### config.mk
export PLATFORM = sky130hd
export DESIGN_NAME = layer_compositor
export DESIGN_NICKNAME = d
export VERILOG_FILES = /design/src/rtl/layer_compositor.sv
export SDC_FILE = /design/constraint.sdc
export NUM_CORES = 1
export LEC_CHECK = 0
export CAP_MARGIN = 20
export CORE_AREA = 2 2 417 419
export CTS_CLUSTER_DIAMETER = 80
export DETAILED_ROUTE_END_ITERATION = 12
export DIE_AREA = 0 0 419 421
export PLACE_DENSITY = 0.41
export SYNTH_ARGS = -nofsm -noshare
export SYNTH_HDL_FRONTEND = slang
export SYNTH_SLANG_ARGS = --single-unit
### constraint.sdc
create_clock -name clk -period 4.2 [get_ports clk]
set_clock_uncertainty 0.2 [all_clocks]
set_input_delay 0.42 -clock clk [delete_from_list [all_inputs] [get_ports clk]]
set_output_delay 0.42 -clock clk [all_outputs]
set_load 0.05 [all_outputs]
### src/rtl/layer_compositor.sv
// Composes one display row from NUM_LAYERS VRAM layers, bottom to top, with
// KEY-transparent pixels, then hands the row to one of two row caches.
module layer_compositor #(
   parameter int NUM_LAYERS = 3,
   parameter int COLS = 64,
   parameter int PX_W = 8,
   parameter int ROW_W = 6,
   parameter logic [PX_W-1:0] KEY = '0,
   parameter int TIMEOUT = 255,
   localparam int SEL_W = (NUM_LAYERS > 1) ? $clog2(NUM_LAYERS) : 1
) (
   input  logic                   clk,
   input  logic                   rstn,
   input  logic                   in_req,
   input  logic [ROW_W-1:0]       in_row,
   input  logic                   in_target,
   input  logic [NUM_LAYERS-1:0]  in_layer_en,
   input  logic [PX_W-1:0]        in_bg_color,
   output logic                   out_rd,
   output logic [ROW_W-1:0]       out_rd_addr,
   output logic [SEL_W-1:0]       out_layer_sel,
   input  logic [COLS*PX_W-1:0]   in_rd_data,
   input  logic                   in_rd_valid,
   output logic [COLS*PX_W-1:0]   out_data,
   output logic                   out_load0,
   output logic                   out_load1,
   output logic                   out_busy,
   output logic                   out_done,
   output logic                   out_err
);

   localparam int TW = $clog2(TIMEOUT + 1);

   typedef enum logic [2:0] {IDLE, FETCH, WAIT, WRITE, DONE} state_t;

   state_t                 state, state_n;
   logic [ROW_W-1:0]       row_q;
   logic                   target_q;
   logic [NUM_LAYERS-1:0]  en_q;
   logic [SEL_W-1:0]       ptr;
   logic [COLS*PX_W-1:0]   acc;
   logic [TW-1:0]          tcnt;
   logic                   err_q;
   logic [SEL_W:0]         first_res, adv_res;
   logic                   timeout, resolve;

   // Returns {found, index} of the lowest enabled layer at or above start.
   function automatic logic [SEL_W:0] find_layer(input logic [NUM_LAYERS-1:0] en,
                                                  input int start);
      logic [SEL_W:0] res;
      res = '0;
      for (int i = NUM_LAYERS - 1; i >= 0; i--) begin
         if (i >= start && en[i]) res = {1'b1, SEL_W'(i)};
      end
      return res;
   endfunction

   always_ff @(posedge clk or negedge rstn) begin
      if (!rstn) state <= IDLE;
      else       state <= state_n;
   end

   always_comb begin
      state_n   = state;
      first_res = find_layer(in_layer_en, 0);
      adv_res   = find_layer(en_q, int'(ptr) + 1);
      timeout   = 1'b0;
      resolve   = 1'b0;
      case (state)
         IDLE: begin
            if (in_req) state_n = first_res[SEL_W] ? FETCH : WRITE;
         end
         FETCH: state_n = WAIT;
         WAIT: begin
            timeout = !in_rd_valid && (tcnt == TW'(TIMEOUT - 1));
            resolve = in_rd_valid || timeout;
            if (resolve) state_n = adv_res[SEL_W] ? FETCH : WRITE;
         end
         WRITE: state_n = DONE;
         DONE:  state_n = IDLE;
         default: state_n = IDLE;
      endcase
   end

   // Datapath: latched request fields, accumulator, layer pointer and timeout.
   always_ff @(posedge clk or negedge rstn) begin
      if (!rstn) begin
         row_q    <= '0;
         target_q <= 1'b0;
         en_q     <= '0;
         ptr      <= '0;
         acc      <= '0;
         tcnt     <= '0;
         err_q    <= 1'b0;
      end else begin
         case (state)
            IDLE: begin
               if (in_req) begin
                  row_q    <= in_row;
                  target_q <= in_target;
                  en_q     <= in_layer_en;
                  ptr      <= first_res[SEL_W-1:0];
                  acc      <= {COLS{in_bg_color}};
                  err_q    <= 1'b0;
               end
            end
            FETCH: tcnt <= '0;
            WAIT: begin
               if (in_rd_valid) begin
                  for (int c = 0; c < COLS; c++) begin
                     if (in_rd_data[c*PX_W +: PX_W] != KEY)
                        acc[c*PX_W +: PX_W] <= in_rd_data[c*PX_W +: PX_W];
                  end
               end else if (timeout) begin
                  err_q <= 1'b1;
               end else begin
                  tcnt <= tcnt + 1'b1;
               end
               if (resolve && adv_res[SEL_W]) ptr <= adv_res[SEL_W-1:0];
            end
            default: ;
         endcase
      end
   end

   assign out_rd        = (state == FETCH);
   assign out_rd_addr   = row_q;
   assign out_layer_sel = ptr;
   assign out_data      = acc;
   assign out_load0     = (state == WRITE) && !target_q;
   assign out_load1     = (state == WRITE) && target_q;
   assign out_busy      = (state != IDLE);
   assign out_done      = (state == DONE);
   assign out_err       = err_q;

endmodule

==> metrics.md, run 1 <==
| Metric | Value |
|---|---|
| Worst min path class | `input port to flop` |
| Remaining Overflow, GRT | `0` |
| Post-CTS setup buffers | `0` |
| Number of synthesized flops with an enable pin | `0` |
| Post-synthesis adder-cell area fraction | `0.09981%` |
| Final antenna-violating net count | `0` |
| Number of global-route vias before repair | `26197` |
| 1st-iter DRT viols | `2355` |
| FFs w/ async S/R, synth | `100.0%` |
| Reg-to-reg slack, setup | `1.18 ns` |
| Worst Setup End Kind | `primary output` |
| Status | `completed` |
| Fin crit share | `81.18%` |
| Count of input and output buffers | `1059` |
| Largest net degree at the start of global routing | `152` |
| CP Data Required Time | `3.58 ns` |
| Simple-gate share of the synthesized area | `6.029%` |
| Nets@finish | `4089` |
| Worst Setup SP | `state[0]$_DFFE_PN0P_` |
| Cell variety after synth | `37` |
| Htree depth | `3` |
| Final setup viols | `0` |
| FF+latch count, synth | `535` |
| Via count | `27331` |
| Leak | `14.37 nW` |
| CTS Buf Count | `76` |
| Chip width | `419 um` |
| Avg WL per Cell | `27.46 um` |
| # resized after CTS | `0` |
| Normalized max-slew margin | `27.36%` |
| Tmin final | `3.410 ns` |
| I/O pin total | `1060` |
| DRT Pass-1 Iters | `5` |
| Final Hold Viols | `0` |
| Syn Std Cell Area | `0.02507 sq mm` |
| Vias/cell | `4.586` |
| Critical path startpoint category | `flop` |
| Core Util, Final | `23.42%` |
| Fin area | `0.04039 sq mm` |
| Overall global routing resource usage | `17.71%` |
| Worst-Margin Slew | `1.086 ns` |
| DRC viols | `0` |
| Min-Delay Startpoint | `in_row[1]` |
| First-pass GRT wire length | `221500 um` |
| Final wirelength | `163700 um` |
| Syn_area_per_cell | `9.443 sq um` |
| Top cells by area, synth | `dfrtp_1, a21oi_1, a31oi_1` |
| Gpl congestion | `0.9134` |
| Dpl cell area | `0.03790 sq mm` |
| Clk buf depth | `3` |
| Synth Area in XOR/XNOR | `0%` |
| Post-DP HPWL | `121900 um` |
| Row count | `153` |
| Die Span Y | `421 um` |
| Worst-Skew Late Latency | `0.66 ns` |
| Clock sink total | `535` |
| Starting Density | `14.54%` |
| Max-cap violations | `0` |
| FILL cells | `18765` |
| Synth Instances | `2655` |
| Largest family of logic cells by synthesized area | `compound AO/OA/AOI/OAI gates` |
| Net Count, Synth | `3191` |
| Reg2reg start | `state[1]$_DFFE_PN0P_` |
| Worst EP arrival | `2.79 ns` |
| CTS tree | `done` |
| Yosys warnings | `0` |
| Setup Crit Path Kind | `flop to primary output` |
| Pwr/cell area | `1014 mW/mm^2` |
| Max frequency | `0.2933 GHz` |
| Die area | `0.1764 sq mm` |
| Worst ir drop on vdd | `0.0004574 V` |
| Most frequent cells in the layout | `clkdlybuf4s50_1, a21oi_1, dfrtp_1` |
| Most common cell after layout, fill and taps aside | `clkdlybuf4s50_1` |
| Leading area contributor after synthesis | `dfrtp_1` |
| Share of cells above drive strength 1 | `6.167%` |
| Worst-path clk slew | `0.05 ns` |
| Primary FF master, synth | `dfrtp_1` |
| CTS root buf | `clkbuf_16` |
| Compound-Gate Fraction of Synth Area | `33.93%` |
| Post-synthesis sequential area ratio | `53.40%` |
| Core footprint | `0.1725 sq mm` |
| Synth top area share | `53.40%` |
| RSZ-0062 raised after global routing | `no` |
| Max-slew violation count | `0` |
| Critical-path maximum fanout | `8` |
| Initial antenna violation count | `48` |
| Setup TNS | `0 ns` |
| Area grow syn2layout | `61.09%` |
| Fraction of synthesized area in multiplexers | `0.4392%` |
[layer usage]
| metal | up-vias | GRT usage [%] | part of all wire, % |
|---|---|---|---|
| li1 | 12178 | - | - |
| met1 | 13666 | 20.90 | 39 |
| met2 | 1207 | 27.76 | 47 |
| met3 | 264 | 7.198 | 9.5 |
| met4 | 16 | 8.460 | 4.3 |
| met5 | - | 0.2187 | 0.062 |
[kinds of logic (layout without fill, tap and decap cells)]
logic type                 after synthesis  count (layout)
AOI/OAI and AO/OA                     1562            1562
DFF                                    535             535
adders and majority gates                2               2
other                                    0              35
buffers and inverters                  311            1256
and+or+nand+nor                        235             235
muxes                                   10              10
[cell type report]
cell class	count	area, sq um	share of cell area, %
Timing Repair Buffer	1124	11370	28.15
Multi-Input combinational cell	1809	10220	25.30
Tap cell	2325	2909	7.203
Inverter	7	26.28	0.06506
Clock buffer	103	2113	5.233
Sequential cell	535	13390	33.15
Antenna cell	35	87.58	0.2169
Clock inverter	22	274.0	0.6785
[per-stage QoR]
step                      hold WS [ns]  std cells  power [mW]  worst slack [ns]
final                           0.1739       5960       40.95            0.7903
after floorplan               -0.07559       2655       24.62             1.908
after global placement          0.2613       5799       34.61             1.248
after global routing            0.1227       5960       42.97            0.6315
after detailed placement        0.2762       5799       34.64             1.251
after CTS                      0.08902       5925       41.31            0.6751
[worst paths after layout]
path | end | cells after the start
max | out_rd | 3
min | out_rd_addr[1]$_DFFE_PN0P_ | 2
max reg2reg | out_data[502]$_DFFE_PN0P_ | 6
min reg2reg | tcnt[7]$_DFFE_PN0P_ | 1
max in group asynchronous | out_data[242]$_DFFE_PN0P_ | 3
min in group asynchronous | tcnt[4]$_DFFE_PN0P_ | 2
[cells in the mapped netlist (4+ instances only)]
cell type  count
mux2_2         8
nor2b_1        9
o211ai_1       6
buf_2        213
nor2_1         5
nor4_1       128
inv_1          7
clkbuf_1      65
o21ai_0        7
nand3_1       43
buf_4         18
nand3_2       28
buf_6          4
nand2_1        7
dfrtp_1      535
buf_1          4
a21oi_1     1026
a31oi_1      514
[worst max-delay path: stages (launching register included)]
cell and delay, ns:
dfrtp_1 0.53, or3b_2 0.60, inv_1 0.13, clkdlybuf4s50_1 0.88
[where the power goes]
part           switching (mW)  internal, mW  total (mW)  leakage [nW]
clock network            2.65          3.76        6.41          1.16
logic                    17.5          7.53        25.0          7.24
registers                1.72          7.80        9.52          5.98
[timing repair]
| action | 4_1_cts | 5_1_grt |
|---|---|---|
| hold endpoints to repair | 58 | 0 |
| endpoints found under the setup margin | 0 | 0 |
| hold buffers | 1 | 0 |
[sequential cells by signal, indices dropped and copies added (netlist names)]
| signal | count |
|---|---|
| out_data | 512 |
| out_layer_sel | 2 |
| target_q | 1 |
| out_err | 1 |
| en_q | 2 |
| out_rd_addr | 6 |
| state | 3 |
| tcnt | 8 |
No activity file was read; power rests on OpenSTA's default activity.
==> run 2, diff against run 1 <==
==> constraint.sdc (replaced) <==
create_clock -name clk -period 3.3 [get_ports clk]
set_clock_uncertainty 0.2 [all_clocks]
set_input_delay 0.33 -clock clk [delete_from_list [all_inputs] [get_ports clk]]
set_output_delay 0.33 -clock clk [all_outputs]
set_load 0.05 [all_outputs]
==> metrics.md, run 2 (synthesis gave the netlist of run 1 again) <==
| Metric | Value |
|---|---|
| Status | `completed` |
| Die Span Y | `421 um (unchanged)` |
| Crit-path cells | `and3b_1 -> nor2b_1 -> clkdlybuf4s50_1` |
| I/O pin total | `1060 (unchanged)` |
| CTS tree | `done` |
| Chip width | `419 um (unchanged)` |
| Most common cell after layout, fill and taps aside | `clkdlybuf4s50_1` |
| DRC viols | `0 (unchanged)` |
| Non-filler cells, final | `6004 (+0.74%)` |
| Setup Crit Path Kind | `flop to primary output` |
| Max-slew violation count | `0 (unchanged)` |
| Final wirelength | `166500 um (+1.7%)` |
| Worst Setup End Kind | `primary output` |
| Nets@finish | `4141 (+1.3%)` |
| Final antenna-violating net count | `0 (unchanged)` |
| Worst min path class | `input port to asynchronous set/reset pin` |
| Count of input and output buffers | `1059 (unchanged)` |
| Core Util, Final | `23.74% (+0.33 points)` |
| Max-cap violations | `0 (unchanged)` |
| Max reg flops | `512 (unchanged)` |
| Largest net degree at the start of global routing | `92 (-39%)` |
| CP Data Required Time | `2.77 ns (-0.81 ns)` |
| DRT Pass-1 Iters | `5 (unchanged)` |
| Final Worst Setup Slack | `0.2593 ns (-0.5310 ns)` |
| Gpl congestion | `0.9614 (+5.3%)` |
| Final setup viols | `0 (unchanged)` |
| Normalized max-slew margin | `26.64% (-0.72 points)` |
| CTS Buf Count | `77 (+1.3%)` |
| Area grow syn2layout | `63.33%` |
| CTS root buf | `clkbuf_16` |
| Worst EP arrival | `2.51 ns (-0.28 ns)` |
| Initial antenna violation count | `28 (-42%)` |
| Worst-Margin Slew | `1.097 ns (+0.01075 ns)` |
| Worst ir drop on vdd | `0.0004699 V (+2.7%)` |
| Die area | `0.1764 sq mm (unchanged)` |
| Overall global routing resource usage | `18.05% (+0.33 points)` |
| Vias/cell | `4.649 (+1.4%)` |
| Worst-path clk slew | `0.06 ns (about the same)` |
| Pwr/cell area | `1291 mW/mm^2 (+27%)` |
| Clock sink total | `535 (unchanged)` |
| CP peak stage delay | `0.82 ns (-0.06 ns)` |
| Htree depth | `3 (unchanged)` |
| Core footprint | `0.1725 sq mm (unchanged)` |
| Share of cells above drive strength 1 | `7.781% (+1.6 points)` |
| Max frequency | `0.3289 GHz` |
| Clk buf depth | `3 (unchanged)` |
| First-pass GRT wire length | `227300 um (+2.6%)` |
| Remaining Overflow, GRT | `0 (unchanged)` |
| Slowest cell on crit path | `clkdlybuf4s50_1` |
| Number of global-route vias before repair | `27067 (+3.3%)` |
| Via count | `27911 (+2.1%)` |
| Worst-Skew Late Latency | `0.66 ns (about the same)` |
| Final Hold Viols | `0 (unchanged)` |
| Critical path startpoint category | `flop` |
| Final Power | `52.87 mW (+29%)` |
| Dpl ws | `0.4472 ns (-0.8036 ns)` |
| Leak | `14.74 nW (+2.5%)` |
| Critical-path maximum fanout | `8 (unchanged)` |
| FILL cells | `18783 (+0.096%)` |
| Avg WL per Cell | `27.74 um (+0.99%)` |
| Tmin final | `3.041 ns` |
| Buffers & Inverters on Critical Path | `1 (-1)` |
| Setup TNS | `0 ns (unchanged)` |
| Post-DP HPWL | `126900 um (+4.1%)` |
| 1st-iter DRT viols | `2517 (+6.9%)` |
| Fin crit share | `92.14%` |
| Most frequent cells in the layout | `clkdlybuf4s50_1, a21oi_1, dfrtp_1` |
| Row count | `153 (unchanged)` |
| Starting Density | `14.54% (unchanged)` |
| RSZ-0062 raised after global routing | `no` |
| CP top delay family | `buffers and inverters` |
| Inst Count DP | `5846 (+0.81%)` |
[run 2: cell types whose count changed in the layout (fill, tap and decap cells not counted), sizes merged]
cell and change:
clkdlybuf4s50 -3, diode -19, clkinvlp -1, dlygate4sd3 +4, clkinv +8, dlygate4sd2 +1
bufinv -2, clkbuf +4, inv +3, buf +49
[run 2: layout make-up]
cell class | instances | area (sq um) | share of cell area (%)
clock buffer | 107 | 2233 | 5.454
clock inverter | 30 | 251.5 | 0.6142
tap | 2325 | 2909 | 7.104
multi-input combinational | 1809 | 10220 | 24.95
antenna | 16 | 40.04 | 0.09778
sequential | 535 | 13390 | 32.69
inverter | 7 | 26.28 | 0.06417
timing repair buffer | 1175 | 11880 | 29.02
[run 2: worst paths after layout]
kind	from	to	slack [ns]	cells after the start
min reg2reg	tcnt[7]$_DFFE_PN0P_	tcnt[7]$_DFFE_PN0P_	0.29	1
max in group asynchronous	rstn	out_data[311]$_DFFE_PN0P_	1.75	3
min in group clk	in_row[3]	out_rd_addr[3]$_DFFE_PN0P_	0.09	2
min	rstn	out_rd_addr[3]$_DFFE_PN0P_	0.06	2
max reg2reg	state[1]$_DFFE_PN0P_	out_data[18]$_DFFE_PN0P_	0.37	7
max	state[2]$_DFFE_PN0P_	out_load0	0.26	3
[run 2: layer usage]
| layer | routed length [um] | global-route usage (%) |
|---|---|---|
| met1 | 69420 | 22.82 |
| met3 | 12140 | 4.820 |
| met4 | 5282 | 5.800 |
| met5 | 21 | 0 |
| met2 | 79670 | 29.65 |
[run 2: through the flow]
step / hold WS, ns / cell area, sq um
floorplan: -0.1656 / 25070
global placement: 0.2249 / 38380
detailed placement: 0.2248 / 38380
CTS: 0.002797 / 40910
global route: 0.03679 / 40950
finish: 0.06460 / 40950
[run 2: repair_timing]
item,CTS,global route
hold endpoints to repair,58,0
endpoints found under the setup margin,1,0
resized for setup,1,0
buffers inserted,0,0
hold buffers,5,0
[run 2: power breakdown]
part | internal, mW | switching [mW] | leakage [nW] | total, mW
clock network | 4.89 | 3.43 | 1.24 | 8.32
logic | 9.94 | 22.3 | 7.53 | 32.2
registers | 9.93 | 2.41 | 5.98 | 12.3
